--- config.mk ---
export PLATFORM = sky130hd
export DESIGN_NAME = fb_fill_engine
export DESIGN_NICKNAME = d
export VERILOG_FILES = /design/src/rtl/fb_fill_engine.sv
export SDC_FILE = /design/constraint.sdc
export NUM_CORES = 1
export LEC_CHECK = 0
export ABC_AREA = 1
export BUFFER_PORTS_ARGS = -buffer_cell sky130_fd_sc_hd__buf_2
export CAP_MARGIN = 15
export CORE_MARGIN = 4
export CORE_UTILIZATION = 60
export DETAILED_ROUTE_END_ITERATION = 8
export PLACE_DENSITY = 0.78
export RECOVER_POWER = 100
export SYNTH_ARGS = -nofsm -noshare
export SYNTH_HDL_FRONTEND = slang
export SYNTH_SLANG_ARGS = --single-unit
--- constraint.sdc ---
create_clock -name sysclk -period 5.2 [get_ports sysclk]
set_input_delay 0.26 -clock sysclk [delete_from_list [all_inputs] [get_ports sysclk]]
set_output_delay 0.26 -clock sysclk [all_outputs]
set_load 0.005 [all_outputs]
--- src/rtl/fb_fill_engine.sv ---
`default_nettype none
// ============================================================================
//  Module      : fb_fill_engine
//  Description : Memory-mapped rectangle fill engine. The CPU programs two
//                corners and a colour, then starts a raster-order fill that
//                issues one framebuffer byte write per granted cycle.
//  Revision    : 1.0 - initial release
// ============================================================================
module fb_fill_engine #(
  parameter int          FB_W     = 160,
  parameter int          FB_H     = 120,
  parameter logic [31:0] REG_BASE = 32'h0000_F000,
  parameter logic [31:0] FB_BASE  = 32'h0000_0000
) (
  input  logic        sysclk,
  input  logic        reset,
  input  logic        mem_write,
  input  logic [31:0] alu_result,
  input  logic [31:0] write_data,
  output logic [31:0] reg_rdata,
  output logic        reg_sel,
  output logic        fb_we,
  output logic [31:0] fb_addr,
  output logic [7:0]  fb_wdata,
  input  logic        fb_gnt,
  output logic        irq
);

  localparam logic [31:0] c_fb_w = 32'(FB_W);
  localparam logic [31:0] c_fb_h = 32'(FB_H);

  typedef enum logic [0:0] {
    ST_IDLE = 1'b0,
    ST_FILL = 1'b1
  } state_t;

  state_t      r_state;
  logic [31:0] r_rect0;
  logic [31:0] r_rect1;
  logic [7:0]  r_color;
  logic        r_done;
  logic        r_err;
  logic        r_irq;
  logic [15:0] r_cx;
  logic [15:0] r_cy;
  logic [31:0] r_addr;
  logic [7:0]  r_wdata;

  logic [31:0] w_off;
  logic [1:0]  w_idx;
  logic        w_busy;
  logic        w_wr;
  logic        w_start;
  logic        w_geom_ok;
  logic        w_accept;
  logic        w_row_end;
  logic        w_last;
  logic [15:0] w_x0, w_y0, w_x1, w_y1;
  logic [31:0] w_start_addr;
  logic [31:0] w_row_step;

  // Register block decode: offset from the block base, hit when within 16 bytes.
  assign w_off   = alu_result - REG_BASE;
  assign reg_sel = (w_off < 32'd16);
  assign w_idx   = w_off[3:2];

  assign w_busy  = (r_state == ST_FILL);
  assign w_wr    = mem_write && reg_sel && !w_busy;
  assign w_start = w_wr && (w_idx == 2'd3) && write_data[0];

  assign w_x0 = r_rect0[15:0];
  assign w_y0 = r_rect0[31:16];
  assign w_x1 = r_rect1[15:0];
  assign w_y1 = r_rect1[31:16];

  assign w_geom_ok = (w_x0 <= w_x1) && ({16'b0, w_x1} < c_fb_w) &&
                     (w_y0 <= w_y1) && ({16'b0, w_y1} < c_fb_h);

  // Corner registers cannot change while filling, so these stay stable.
  assign w_accept  = w_busy && fb_gnt;
  assign w_row_end = (r_cx == w_x1);
  assign w_last    = w_accept && w_row_end && (r_cy == w_y1);

  // Starting address uses the constant-width multiply once per fill; the
  // running address is then stepped incrementally.
  assign w_start_addr = FB_BASE + ({16'b0, w_y0} * c_fb_w) + {16'b0, w_x0};
  assign w_row_step   = c_fb_w - {16'b0, (w_x1 - w_x0)};

  assign fb_we    = w_busy;
  assign fb_addr  = r_addr;
  assign fb_wdata = r_wdata;
  assign irq      = r_irq;

  // Geometry and colour registers, writable only while idle.
  always_ff @(posedge sysclk) begin
    if (reset) begin
      r_rect0 <= 32'd0;
      r_rect1 <= 32'd0;
      r_color <= 8'd0;
    end else if (w_wr) begin
      case (w_idx)
        2'd0:    r_rect0 <= write_data;
        2'd1:    r_rect1 <= write_data;
        2'd2:    r_color <= write_data[7:0];
        default: ;
      endcase
    end
  end

  // Fill sequencer: start validation, raster cursor, address and completion.
  always_ff @(posedge sysclk) begin
    if (reset) begin
      r_state <= ST_IDLE;
      r_done  <= 1'b0;
      r_err   <= 1'b0;
      r_irq   <= 1'b0;
      r_cx    <= 16'd0;
      r_cy    <= 16'd0;
      r_addr  <= FB_BASE;
      r_wdata <= 8'd0;
    end else begin
      r_irq <= 1'b0;
      case (r_state)
        ST_IDLE: begin
          if (w_start) begin
            r_done <= 1'b0;
            r_err  <= 1'b0;
            if (w_geom_ok) begin
              r_state <= ST_FILL;
              r_cx    <= w_x0;
              r_cy    <= w_y0;
              r_addr  <= w_start_addr;
              r_wdata <= r_color;
            end else begin
              r_done <= 1'b1;
              r_err  <= 1'b1;
              r_irq  <= 1'b1;
            end
          end
        end
        ST_FILL: begin
          if (w_accept) begin
            if (w_last) begin
              r_state <= ST_IDLE;
              r_done  <= 1'b1;
              r_irq   <= 1'b1;
            end else if (w_row_end) begin
              r_cx   <= w_x0;
              r_cy   <= r_cy + 16'd1;
              r_addr <= r_addr + w_row_step;
            end else begin
              r_cx   <= r_cx + 16'd1;
              r_addr <= r_addr + 32'd1;
            end
          end
        end
        default: r_state <= ST_IDLE;
      endcase
    end
  end

  // Register readback, combinational from the CPU address.
  always_comb begin
    reg_rdata = 32'd0;
    if (reg_sel) begin
      case (w_idx)
        2'd0:    reg_rdata = r_rect0;
        2'd1:    reg_rdata = r_rect1;
        2'd2:    reg_rdata = {24'd0, r_color};
        default: reg_rdata = {29'd0, r_err, r_done, w_busy};
      endcase
    end
  end

endmodule
`default_nettype wire

; ---- After elaboration in Yosys (flattened, before gate mapping)
; Index checks and enable logic that the tools add are counted.
[word_totals]
output_inout_bits = 75
elab_cells = 91
reg_bits = 148
in_bits = 68
[classes]
n_mul = 1
add_sub_neg = 8
n_eq_ne = 11
reduce_logical = 20
muxes = 34
n_lt_le_gt_ge = 5
n_bitwise = 1
[op_table]
columns = op, n
row1 = $mux W32, 6
row2 = $mux W16, 10
row3 = $pmux W32 S3, 1
row4 = $pmux W16 S2, 2
row5 = $pmux W32 S2, 1
row6 = $add A16 B1 Y16 const B, 2
row7 = $add A32 B1 Y32 const B, 1
row8 = $add A32 B32 Y32, 1
row9 = $eq A16 B16 Y1, 2
row10 = $le A16 B16 Y1, 2
row11 = $lt A32 B5 Y1 const B, 1
row12 = $sub A32 B16 Y32 const B, 1
row13 = $add A24 B16 Y25, 1
row14 = $mul A16 B3 Y19 const B, 1
row15 = $sub A8 B16 Y17 const A, 1
row16 = $lt A16 B7 Y1 const B, 1
row17 = $lt A16 B8 Y1 const B, 1
row18 = $sub A16 B16 Y16, 1
row19 = $mux W1, 11
row20 = $logic_and A1 B1 Y1, 10
row21 = $reduce_and A2 Y1, 4
row22 = $ne A2 B1 Y1 const B, 3
row23 = $ne A2 B2 Y1 const B, 3
row24 = $pmux W1 S2, 3
row25 = 8 further kinds, 10

; ---- Depth between registers and ports, before layout
; Gate-level depths: netlist of the first run.
[logic_depth]
word_depth = 8
ltp_mapped = 32

; ---- Least setup slack after synthesis of the first run
; No wires, ideal clock.
[synth_timing]
path_kind = register to register
from = reg r_rect1[0]
to = reg r_addr[25] (netlist: fb_addr[25])
stages_incl_launch_ff = 24
n_path_buf = 0
arrival_ps = 4248
slack_ps = 811
setup_time_ps = 141
t_required_ps = 5059
synth_period_minus_slack_ps = 4389
path_cell_list = dfxtp_1 -> inv_1 -> ha_1 -> fa_1 -> ha_1 -> inv_1 -> nor2_1 -> nand3_1 -> nand2_1 -> nand2_1 -> nand2_1 -> nand4_1 -> nor3_1 -> o21ai_0 -> ha_1 -> a21oi_1 -> o21ai_0 -> a21oi_1 -> nand3_1 -> nand2_1 -> nand2_1 -> or2_2 -> nand3_1 -> a21oi_1
[synth_via]
elab_chain_cells = 7
[synth_rtl]
columns = element, line_no
row1 = start: declaration, 39  ; logic [31:0] r_rect1;
row2 = start signal: assignment, 103  ; 2'd1: r_rect1 <= write_data;
row3 = $sub A16 B16 Y16, 87  ; assign w_row_step = c_fb_w - {16'b0, (w_x1 - w_x0)};
row4 = $sub A8 B16 Y17, 87
row5 = $add A32 B32 Y32, 150  ; r_addr <= r_addr + w_row_step;
row6 = $mux W32, 147  ; end else if (w_row_end) begin
row7 = $mux W32, 143  ; if (w_last) begin
row8 = $mux W32, 142  ; if (w_accept) begin
row9 = $pmux W32 S2, 123  ; case (r_state)
row10 = end signal: assignment, 132  ; r_addr <= w_start_addr;
row11 = end signal: assignment, 150
row12 = end signal: assignment, 153  ; r_addr <= r_addr + 32'd1;
row13 = end: declaration, 46  ; logic [31:0] r_addr;
; Several ways; a longest one is shown, not always the timed one. The select of a mux whose other input is x is not followed.
; A chain may end at the register's enable or synchronous reset.

; ---- Worst setup path in the final report of the first run
[layout_timing]
from = reg r_rect1[0]
to = reg r_addr[19] (netlist: fb_addr[19])
; The elaborated chain is that of the path after synthesis.

==> impl_metrics.yaml, run 1 <==
status:
  outcome: "complete, but fails checks"
  violations: "max-capacitance violations, max-slew violations"
timing:
  slew_violations: 95
  period_needed_ns: 4.73
  finalSetupViolCount: 0
  hold_viol: 0
  tightest_slew_ns: 2.65
  fin_crit_sh_pct: 91.0
  hold_ws_ns: 0.0632
  fmax_mhz: 211
  finalSetupTns_ns: 0
  rsz0062_at_grt: "false"
  skew_ns: 0.0166
  slew_headroom_pct: -76.8
placement:
  numPortBuffers: 140
  dp_hpwl_microns: 30900
  globalplace.congestion: 1.05
hold_path:
  hold_start: "write_data[23]"
  hold-path-endpoint: "r_rect0[23]"
  hp-class: "in2reg"
  whs_path_depth: 3
synth:
  synth_edf_count: 0
  yosysSeqAreaShare_pct: 23.0
  synth_cells: 2059
  async_flop_share_pct: 0
  synth_area_sq_um: 12900
  synth_cell_types: 55
  synth_nets: 2236
  yosys_register_bits: 148
  yosys_warnings: 0
  synth_area_per_cell_sq_um: 6.25
  synthFlopType: "dfxtp_1"
floorplan:
  start_util_pct: 61.2
  die_y_microns: 154
  io-pin-count: 143
  core_area_sq_um: 21000
  die_area_sq_um: 23800
  num_rows: 53
  die_x_microns: 154
worst_setup_path:
  crit_type: "reg2reg"
  path_max_fanout: 6
  worstSetupStartpointType: "register"
  regToRegEndpoint: "fb_addr[19]"
  cp.arrival_ns: 5.06
  reg2reg_from: "r_rect1[0]"
  slowest_delay_ns: 0.50
  cp-end-kind: "register"
  cp_common_cell: "nand2_1"
  critical-path-slowest-cell: "fa_1"
  required_ns: 5.53
  ff2ff_setup_slack_ns: 0.47
  rr_worst_depth: 30
routing:
  dr.first_iter.drc_count: 1075
  num_vias: 14100
  wl_per_cell_microns: 16.6
  post_drt_via_cell_ratio: 5.72
  drc: 0
  firstDrtPassIters: 6
  ant_nets: 0
  totalWireLength_microns: 40900
power:
  ir_worst_vdd_uv: 165
  power.total_mw: 2.48
  p_per_area_nw_per_um2: 174
  p_leak_nw: 6.99
clock_network:
  htree_levels: 4
  insertion_delay_ns: 0.44
  post_cts_buffers: 0
  path_clk_slew_ns: 0.08
  hold_buffers: 0
  clock-sinks: 148
  cts_resized: 0
  clockBufferDepth: 2
  ctsRootBufferMaster: "clkbuf_16"
  cts_tree: "yes"
  cts-buffers-inserted: 17
global_routing:
  track_usage_pct: 33.9
  grt_pass1_vias: 13300
  grt_first_pass_wirelength_microns: 65900
  antenna_found_initial: 0
  grt_max_degree: 62
  overflow: 0
cells_and_area:
  n_fill_cell: 2041
  n_antenna_cell: 0
  layout_commonest_cell: "nand2_1"
  drive_above_1_share_pct: 8.87
  final_cell_mix: "519 x nand2_1, 260 x nor2_1, 249 x inv_1"
  final_nets: 2351
  multi_input_area_sq_um: 8550
  register_area_sq_um: 2970
  area_growth_pct: 10.5
flow_run:
  cap_violations: 2
-- synthesized netlist by cell type (7+ instances only) --
cell type  number  area, sq um
dfxtp_1       148         2960
a21oi_1       168          841
nand2_2        18          113
buf_2          19         95.1
nor2_2          7         43.8
xor2_1         44          385
buf_6           7         78.8
or2_2           9         56.3
nor4_1          8         50.1
ha_1          105         1310
nor2_1        259          972
o21ai_0       113          566
nand2_1       516         1940
a21oi_2        13          114
nor3_1         28          140
nand3_1       108          541
xnor2_1        16          140
clkbuf_1       34          128
nand4_1        31          194
o22ai_1         7         43.8
o21bai_1        8         60.1
nand3b_1       11         82.6
a211oi_1       61          458
inv_2           9         33.8
a21o_1          9         67.6
inv_1         247          927
-- kinds of logic after synthesis --
kind of cell,after synthesis,synth area share [%]
xor+xnor,60,4.09
simple gates,1007,33.1
flops,148,23.0
mux,5,0.389
compound gates,410,18.6
fa+ha+maj,109,10.8
buf+inv,320,9.97
-- layer usage --
layer  share of wire, %  GRT usage [%]  wire, microns
met1                 42           44.7          17300
met2                 44           54.5          18200
met3                 10           7.19           4100
met4                3.2           13.2           1290
met5                  0              0              0
-- area by class of cell --
class | count | area share [%]
multi-input cells | 1591 | 60.2
flip-flops and latches | 148 | 20.9
inverters | 257 | 6.82
repair buffers | 159 | 5.46
clock buffers | 17 | 2.99
well taps | 275 | 2.42
clock inverters | 15 | 1.28
-- critical path: cells and delay by family, from the launching register on --
kind,cells,cell delay [ns]
fa+ha+maj,4,1.27
buf+inv,4,0.24
simple gates,22,2.69
flops,1,0.40
-- through the flow --
stage / util [%] / std cells / instance area [sq um] / worst slack, ns
floorplan: - / 2059 / 12900 / 0.811
global placement: 65.3 / 2428 / 13700 / 0.303
detailed placement: 65.3 / 2428 / 13700 / 0.143
CTS: 68.2 / 2460 / 14300 / 0.0934
global route: 67.6 / 2462 / 14200 / 0.0507
finish: 67.6 / 2462 / 14200 / 0.468
-- sequential cells by signal, indices dropped and copies added (netlist names) --
name      flops
r_rect0      32
r_cx         16
r_cy         16
r_rect1      32
r_err         1
fb_addr      32
fb_wdata      8
fb_we         1
r_done        1
irq           1
r_color       8
-- power breakdown --
part	switching, mW	internal [mW]
Sequential	0.00000000165	1.13
Clock	0.613	0.649
Combinational	0.0580	0.0254
-- how the worst max path moves through the flow --
stage                     from          end  slack (ns)  cells past startpoint
floorplan           r_rect1[0]  fb_addr[25]        0.81                     23
global placement    r_rect0[3]  fb_addr[25]        0.30                     23
detailed placement  r_rect0[3]  fb_addr[25]        0.14                     23
CTS                 r_rect1[0]  fb_addr[25]        0.09                     23
global route        r_rect1[0]  fb_addr[19]        0.05                     30
finish              r_rect1[0]  fb_addr[19]        0.47                     30
(Power assumes the default switching activity.)
==> inputs of run 2 (changes only) <==
--- a/config.mk
+++ b/config.mk
@@ -9,9 +9,9 @@
 export BUFFER_PORTS_ARGS = -buffer_cell sky130_fd_sc_hd__buf_2
 export CAP_MARGIN = 15
 export CORE_MARGIN = 4
-export CORE_UTILIZATION = 60
+export CORE_UTILIZATION = 55
 export DETAILED_ROUTE_END_ITERATION = 8
-export PLACE_DENSITY = 0.78
+export PLACE_DENSITY = 0.73
 export RECOVER_POWER = 100
 export SYNTH_ARGS = -nofsm -noshare
 export SYNTH_HDL_FRONTEND = slang
==> run 2 against run 1 <==
The flow still finishes with violations (max-capacitance violations, max-slew violations). Critical endpoint is now fb_addr[25]. Critical path type unchanged. Fmax is 0.13% lower. Final area is 0.20% higher. Register-to-register slack hardly changed. Via count is essentially flat. Largest power group unchanged. Sequential power is essentially flat.
==> impl_metrics.yaml, run 2 (synthesis gave the netlist of run 1 again) <==
clock_network:
  path_clk_slew_ns: 0.08
  cts_tree: "yes"
  ctsRootBufferMaster: "clkbuf_16"
  insertion_delay_ns: 0.44
  hold_buffers: 0
  cts-buffers-inserted: 17
  clockBufferDepth: 2
  htree_levels: 4
  post_cts_buffers: 0
  clock-sinks: 148
timing:
  finalSetupViolCount: 0
  fmax_mhz: 211
  slew_violations: 95
  tightest_slew_ns: 2.64
  period_needed_ns: 4.74
  hold_viol: 0
  finalSetupTns_ns: 0
  slew_headroom_pct: -76.1
  rsz0062_at_grt: "false"
  skew_ns: 0.0179
  fin_crit_sh_pct: 91.1
cells_and_area:
  n_antenna_cell: 0
  area_growth_pct: 10.8
  final_nets: 2344
  n_fill_cell: 2351
  final_cell_mix: "519 x nand2_1, 259 x nor2_1, 249 x inv_1"
  drive_above_1_share_pct: 8.67
  layout_commonest_cell: "nand2_1"
  final_cells: 2493
power:
  p_int_mw: 1.86
  p_per_area_nw_per_um2: 179
  net-switching-power_mw: 0.691
  p_leak_nw: 6.97
  ir_worst_vdd_uv: 177
  clkPwrFrac_pct: 52.3
  pwr-share-comb_pct: 3.3
  pwr-share-seq_pct: 44.4
  switching_share_pct: 27.1
routing:
  totalWireLength_microns: 41800
  wl_per_cell_microns: 16.8
  drc: 0
  num_vias: 14100
  ant_nets: 0
  firstDrtPassIters: 5
  dr.first_iter.drc_count: 1136
  post_drt_via_cell_ratio: 5.65
status:
  violations: "max-capacitance violations, max-slew violations"
  outcome: "complete, but fails checks"
floorplan:
  die_area_sq_um: 25900
  num_rows: 55
  die_y_microns: 161
  start_util_pct: 56.3
  core_area_sq_um: 22800
  die_x_microns: 161
  io-pin-count: 143
worst_setup_path:
  crit_type: "reg2reg"
  path_max_fanout: 6
  cp-end-kind: "register"
  required_ns: 5.50
  cp.arrival_ns: 5.03
  worstSetupStartpointType: "register"
placement:
  placedCellCount: 2461
  dp_hpwl_microns: 31600
  numPortBuffers: 140
  globalplace.congestion: 0.964
global_routing:
  overflow: 0
  track_usage_pct: 32.0
  grt_max_degree: 54
  antenna_found_initial: 0
  grt_pass1_vias: 13400
  grt_first_pass_wirelength_microns: 67800
flow_run:
  cap_violations: 2
hold_path:
  hp-class: "in2reg"
-- run 2: cell types whose count changed in the layout (fill, tap and decap cells not counted), sizes merged --
cell / delta
clkinv: +1
buf: -9
bufinv: +1
clkbuf: +2
clkinvlp: -2
-- run 2: cell type report --
type / instances / area [sq um] / share of cell area, %
clock buffers: 17 / 425 / 2.99
clock inverters: 15 / 208 / 1.46
inverters: 257 / 970 / 6.81
multi-input cells: 1591 / 8560 / 60.1
flip-flops and latches: 148 / 2960 / 20.8
well taps: 313 / 392 / 2.75
repair buffers: 152 / 727 / 5.10
-- run 2: path summary, 6_finish.rpt --
check	startpoint	to	slack [ns]	cells after the start
setup / recovery	r_rect1[0]	fb_addr[25]	0.46	25
hold / removal	write_data[25]	r_rect0[25]	0.05	3
setup reg to reg	r_rect1[0]	fb_addr[25]	0.46	25
hold reg to reg	fb_addr[30]	fb_addr[30]	0.48	2
-- run 2: power groups by stage --
stage | sequential (mW) | combinational, mW | clock (mW)
5_1_grt | 1.13 | 0.0888 | 1.39
3_3_place_gp | 1.16 | 0.0820 | 0
2_1_floorplan | 1.16 | 0.0333 | 0
4_1_cts | 1.13 | 0.0832 | 1.34
6_report | 1.13 | 0.0839 | 1.33
3_5_place_dp | 1.16 | 0.0829 | 0
-- run 2: through the flow --
step           hold slack, ns  util, %  setup slack [ns]  total power [mW]  area, sq um
6_report               0.0469     62.3             0.462              2.55        14200
5_1_grt                0.0678     62.3            0.0190              2.61        14200
4_1_cts                0.0431     62.9             0.527              2.56        14400
3_5_place_dp            0.468     60.2             0.558              1.24        13700
3_3_place_gp            0.463     60.2             0.607              1.24        13700
2_1_floorplan           0.395        -             0.811              1.19        12900
-- run 2: worst max-delay path: stages (launching register included) --
cell	delay, ns
dfxtp_1	0.44
inv_1	0.18
ha_1	0.24
fa_1	0.51
ha_1	0.16
inv_1	0.05
nor2_2	0.15
nand3_1	0.11
nand2_1	0.09
nand2_1	0.06
nand2_1	0.15
nand4_1	0.16
or2_0	0.26
o21ai_0	0.19
nand2_1	0.08
inv_1	0.07
ha_1	0.27
a21oi_1	0.21
o21ai_0	0.13
a21oi_1	0.25
nand3_1	0.23
nand2_1	0.11
nand2_1	0.06
or2_2	0.27
nand3_1	0.08
a21oi_1	0.07
-- run 2: timing repair --
action                                 CTS  global route
resized for setup                        0             3
endpoints found under the hold margin    0             0
setup endpoints to repair                0             5
-- run 2: routing by layer --
metal | vias up | global-route usage [%] | wire length (microns)
met5 | - | 0 | 0
met4 | 0 | 9.77 | 1190
met3 | 90 | 5.41 | 3590
met2 | 561 | 53.6 | 18900
met1 | 6435 | 42.4 | 18200
li1 | 6997 | - | -
==> inputs of run 3 (changes only) <==
--- a/config.mk
+++ b/config.mk
@@ -5,13 +5,12 @@
 export SDC_FILE = /design/constraint.sdc
 export NUM_CORES = 1
 export LEC_CHECK = 0
-export ABC_AREA = 1
 export BUFFER_PORTS_ARGS = -buffer_cell sky130_fd_sc_hd__buf_2
 export CAP_MARGIN = 15
 export CORE_MARGIN = 4
 export CORE_UTILIZATION = 55
 export DETAILED_ROUTE_END_ITERATION = 8
-export PLACE_DENSITY = 0.73
+export PLACE_DENSITY = 0.88
 export RECOVER_POWER = 100
 export SYNTH_ARGS = -nofsm -noshare
 export SYNTH_HDL_FRONTEND = slang
==> run 3 against run 2 <==
The run still ends with max-capacitance violations, max-slew violations left. Via count decreased by 8.8%. Synthesized area decreased by 7.0%. Critical path type unchanged. Hold slack improved by 0.011 ns. Largest cell class unchanged. Critical endpoint is now fb_addr[30]. Count of clock-buffer cells in the layout increased by 1. Register-to-register slack got worse by 0.36 ns. Combinational power decreased by 12%. Final cell count decreased by 19%. Critical path depth decreased by 1. Largest power group unchanged. Fmax decreased by 7.0%.
==> impl_metrics.yaml, run 3 <==
timing:
  slew_headroom_pct: -19.7
  fin_crit_sh_pct: 98.0
  hold_ws_ns: 0.0582
  period_needed_ns: 5.10
  skew_ns: 0.0137
  setup_slack_ns: 0.103
  tightest_slew_ns: 1.78
  fmax_mhz: 196
  hold_viol: 0
  finalSetupTns_ns: 0
  finalSetupViolCount: 0
  slew_violations: 14
synth:
  synth_area_per_cell_sq_um: 7.48
  synth_area_sq_um: 12000
  yosys_warnings: 0
  synthTopCellsByCount: "235 x nand2_1, 176 x a21oi_1, 148 x dfxtp_1"
  yosys_register_bits: 148
  synth_most_common_cell: "nand2_1"
  synth_edf_count: 0
  synth_cell_types: 80
  synthFlopType: "dfxtp_1"
  yosys-top-cells-area: "dfxtp_1 25%, ha_1 11%, nand2_1 7.4%, a21oi_1 7.4%, nor2_1 4.5%"
  synth_cells: 1599
  synth.top_cell.area_share_pct: 24.8
  synth_top_cell_by_area: "dfxtp_1"
  synth_nets: 1776
  async_flop_share_pct: 0
  yosysSeqAreaShare_pct: 24.8
global_routing:
  overflow: 0
  antenna_found_initial: 0
  grt_pass1_vias: 12100
  track_usage_pct: 29.7
  grt_first_pass_wirelength_microns: 59500
  grt_max_degree: 98
hold_path:
  hp-class: "in2reg"
  hold_start: "write_data[10]"
cells_and_area:
  layout_commonest_cell: "nand2_1"
  area_growth_pct: 15.6
  final_cell_mix: "234 x nand2_1, 173 x a21oi_1, 146 x dfxtp_1"
  final_nets: 1912
  drive_above_1_share_pct: 12.8
  n_fill_cell: 1765
  n_antenna_cell: 0
  final_cells: 2023
placement:
  dp_slack_ns: -0.0335
  dp_hpwl_microns: 27000
  globalplace.congestion: 0.980
  placedCellCount: 1985
  numPortBuffers: 140
power:
  p_per_area_nw_per_um2: 188
  ir_worst_vdd_uv: 261
  p_leak_nw: 5.91
  power.total_mw: 2.60
worst_setup_path:
  worstSetupStartpointType: "register"
  cp.arrival_ns: 5.43
  required_ns: 5.53
  cp-end-kind: "register"
  reg2reg_from: "r_rect0[1]"
  regToRegEndpoint: "fb_addr[30]"
  crit_end: "fb_addr[30]"
  crit_type: "reg2reg"
  ff2ff_setup_slack_ns: 0.10
  crit_start: "r_rect0[1]"
  path_max_fanout: 6
  rr_worst_depth: 24
routing:
  drc: 0
  totalWireLength_microns: 37800
  firstDrtPassIters: 7
  wl_per_cell_microns: 18.7
  num_vias: 12800
  post_drt_via_cell_ratio: 6.35
  ant_nets: 0
  dr.first_iter.drc_count: 1379
floorplan:
  core_area_sq_um: 21200
  start_util_pct: 56.4
  io-pin-count: 143
  die_area_sq_um: 24200
  die_y_microns: 155
  die_x_microns: 155
  num_rows: 53
clock_network:
  ctsRootBufferMaster: "clkbuf_16"
  clock-sinks: 148
  cts_tree: "yes"
  clockBufferDepth: 2
  path_clk_slew_ns: 0.07
  cts-buffers-inserted: 17
  htree_levels: 4
  insertion_delay_ns: 0.45
status:
  violations: "max-capacitance violations, max-slew violations"
  outcome: "complete, but fails checks"
flow_run:
  cap_violations: 2
-- run 3: cell types whose count changed in the layout (fill, tap and decap cells not counted), sizes merged, moves of 20 or more --
cell	previous run	this run
nand2	534	235
inv	262	86
nor2	266	144
nand3	110	33
o21ai	117	72
mux2i	5	48
xnor2	16	50
and3	0	33
buf	98	127
a211oi	61	38
a21o	9	31
nor2b	0	20
-- run 3: logic make-up (layout without fill, tap and decap cells) --
group                    after synthesis  after routing  share of synthesized area, %
flip-flops                           148            148                          24.8
multiplexers                          58             58                          5.24
buffers and inverters                153            302                          4.90
adder cells (fa/ha/maj)              109            109                          11.7
AO/OA/AOI/OAI                        438            438                          23.3
XOR/XNOR                              93             93                          6.87
AND/OR/NAND/NOR                      600            600                          23.3
-- run 3: worst min path at each step --
stage | slack [ns] | endpoint | cells after the start
after floorplan | 0.40 | r_rect0[0] | 2
after global placement | 0.44 | fb_wdata[2] | 2
after detailed placement | 0.45 | fb_wdata[2] | 2
after CTS | 0.06 | r_rect1[30] | 3
after global routing | 0.07 | r_rect1[15] | 3
final | 0.06 | r_rect1[10] | 3
-- run 3: worst max-delay path: stages (launching register included) --
cell and delay, ns:
dfxtp_1 0.40, inv_1 0.08, ha_1 0.32, nand2b_1 0.11, a211oi_2 0.35, o31a_1 0.31
a21oi_1 0.15, a21boi_1 0.17, nor2_1 0.19, nand2_1 0.10, or4b_1 0.53, xor2_1 0.16
nor2_1 0.12, ha_1 0.27, buf_4 0.17, a21oi_2 0.16, o21ai_0 0.13, a21oi_1 0.22
o211ai_1 0.15, a311oi_2 0.32, nor2_2 0.08, a31oi_2 0.17, o21bai_1 0.10, mux2i_1 0.15
o21ai_1 0.07
-- run 3: stage by stage --
stage,util (%),instance area (sq um)
after global routing,65.1,13800
after global placement,61.6,13100
final,65.1,13800
after detailed placement,61.6,13100
after floorplan,-,12000
after CTS,64.8,13800
-- run 3: cell type report --
type	count	area (sq um)	share of cell area, %
Clock inverter	14	204	1.48
Multi-Input combinational cell	1298	8560	62.0
Sequential cell	148	2970	21.5
Clock buffer	18	439	3.18
Tap cell	275	344	2.49
Inverter	78	293	2.12
Timing Repair Buffer	192	1010	7.33
-- run 3: repair_timing --
item                                    4_1_cts  5_1_grt
setup buffers                                 0        4
hold buffers                                  0        0
pin swaps                                     0       10
endpoints found under the setup margin        2       12
gates resized for setup                       4       29
-- run 3: layer usage --
metal  part of all wire (%)  up-vias  GRT usage (%)
li1                       -     5966              -
met1                     40     5944           38.5
met2                     45      778           48.6
met3                     10      149           6.06
met4                    4.2        0           11.6
met5                      0        -              0
-- run 3: where the power goes --
part / internal [mW] / switching [mW]
combinational: 0.0271 / 0.0471
sequential: 1.13 / 0.000000000873
clock: 0.794 / 0.595
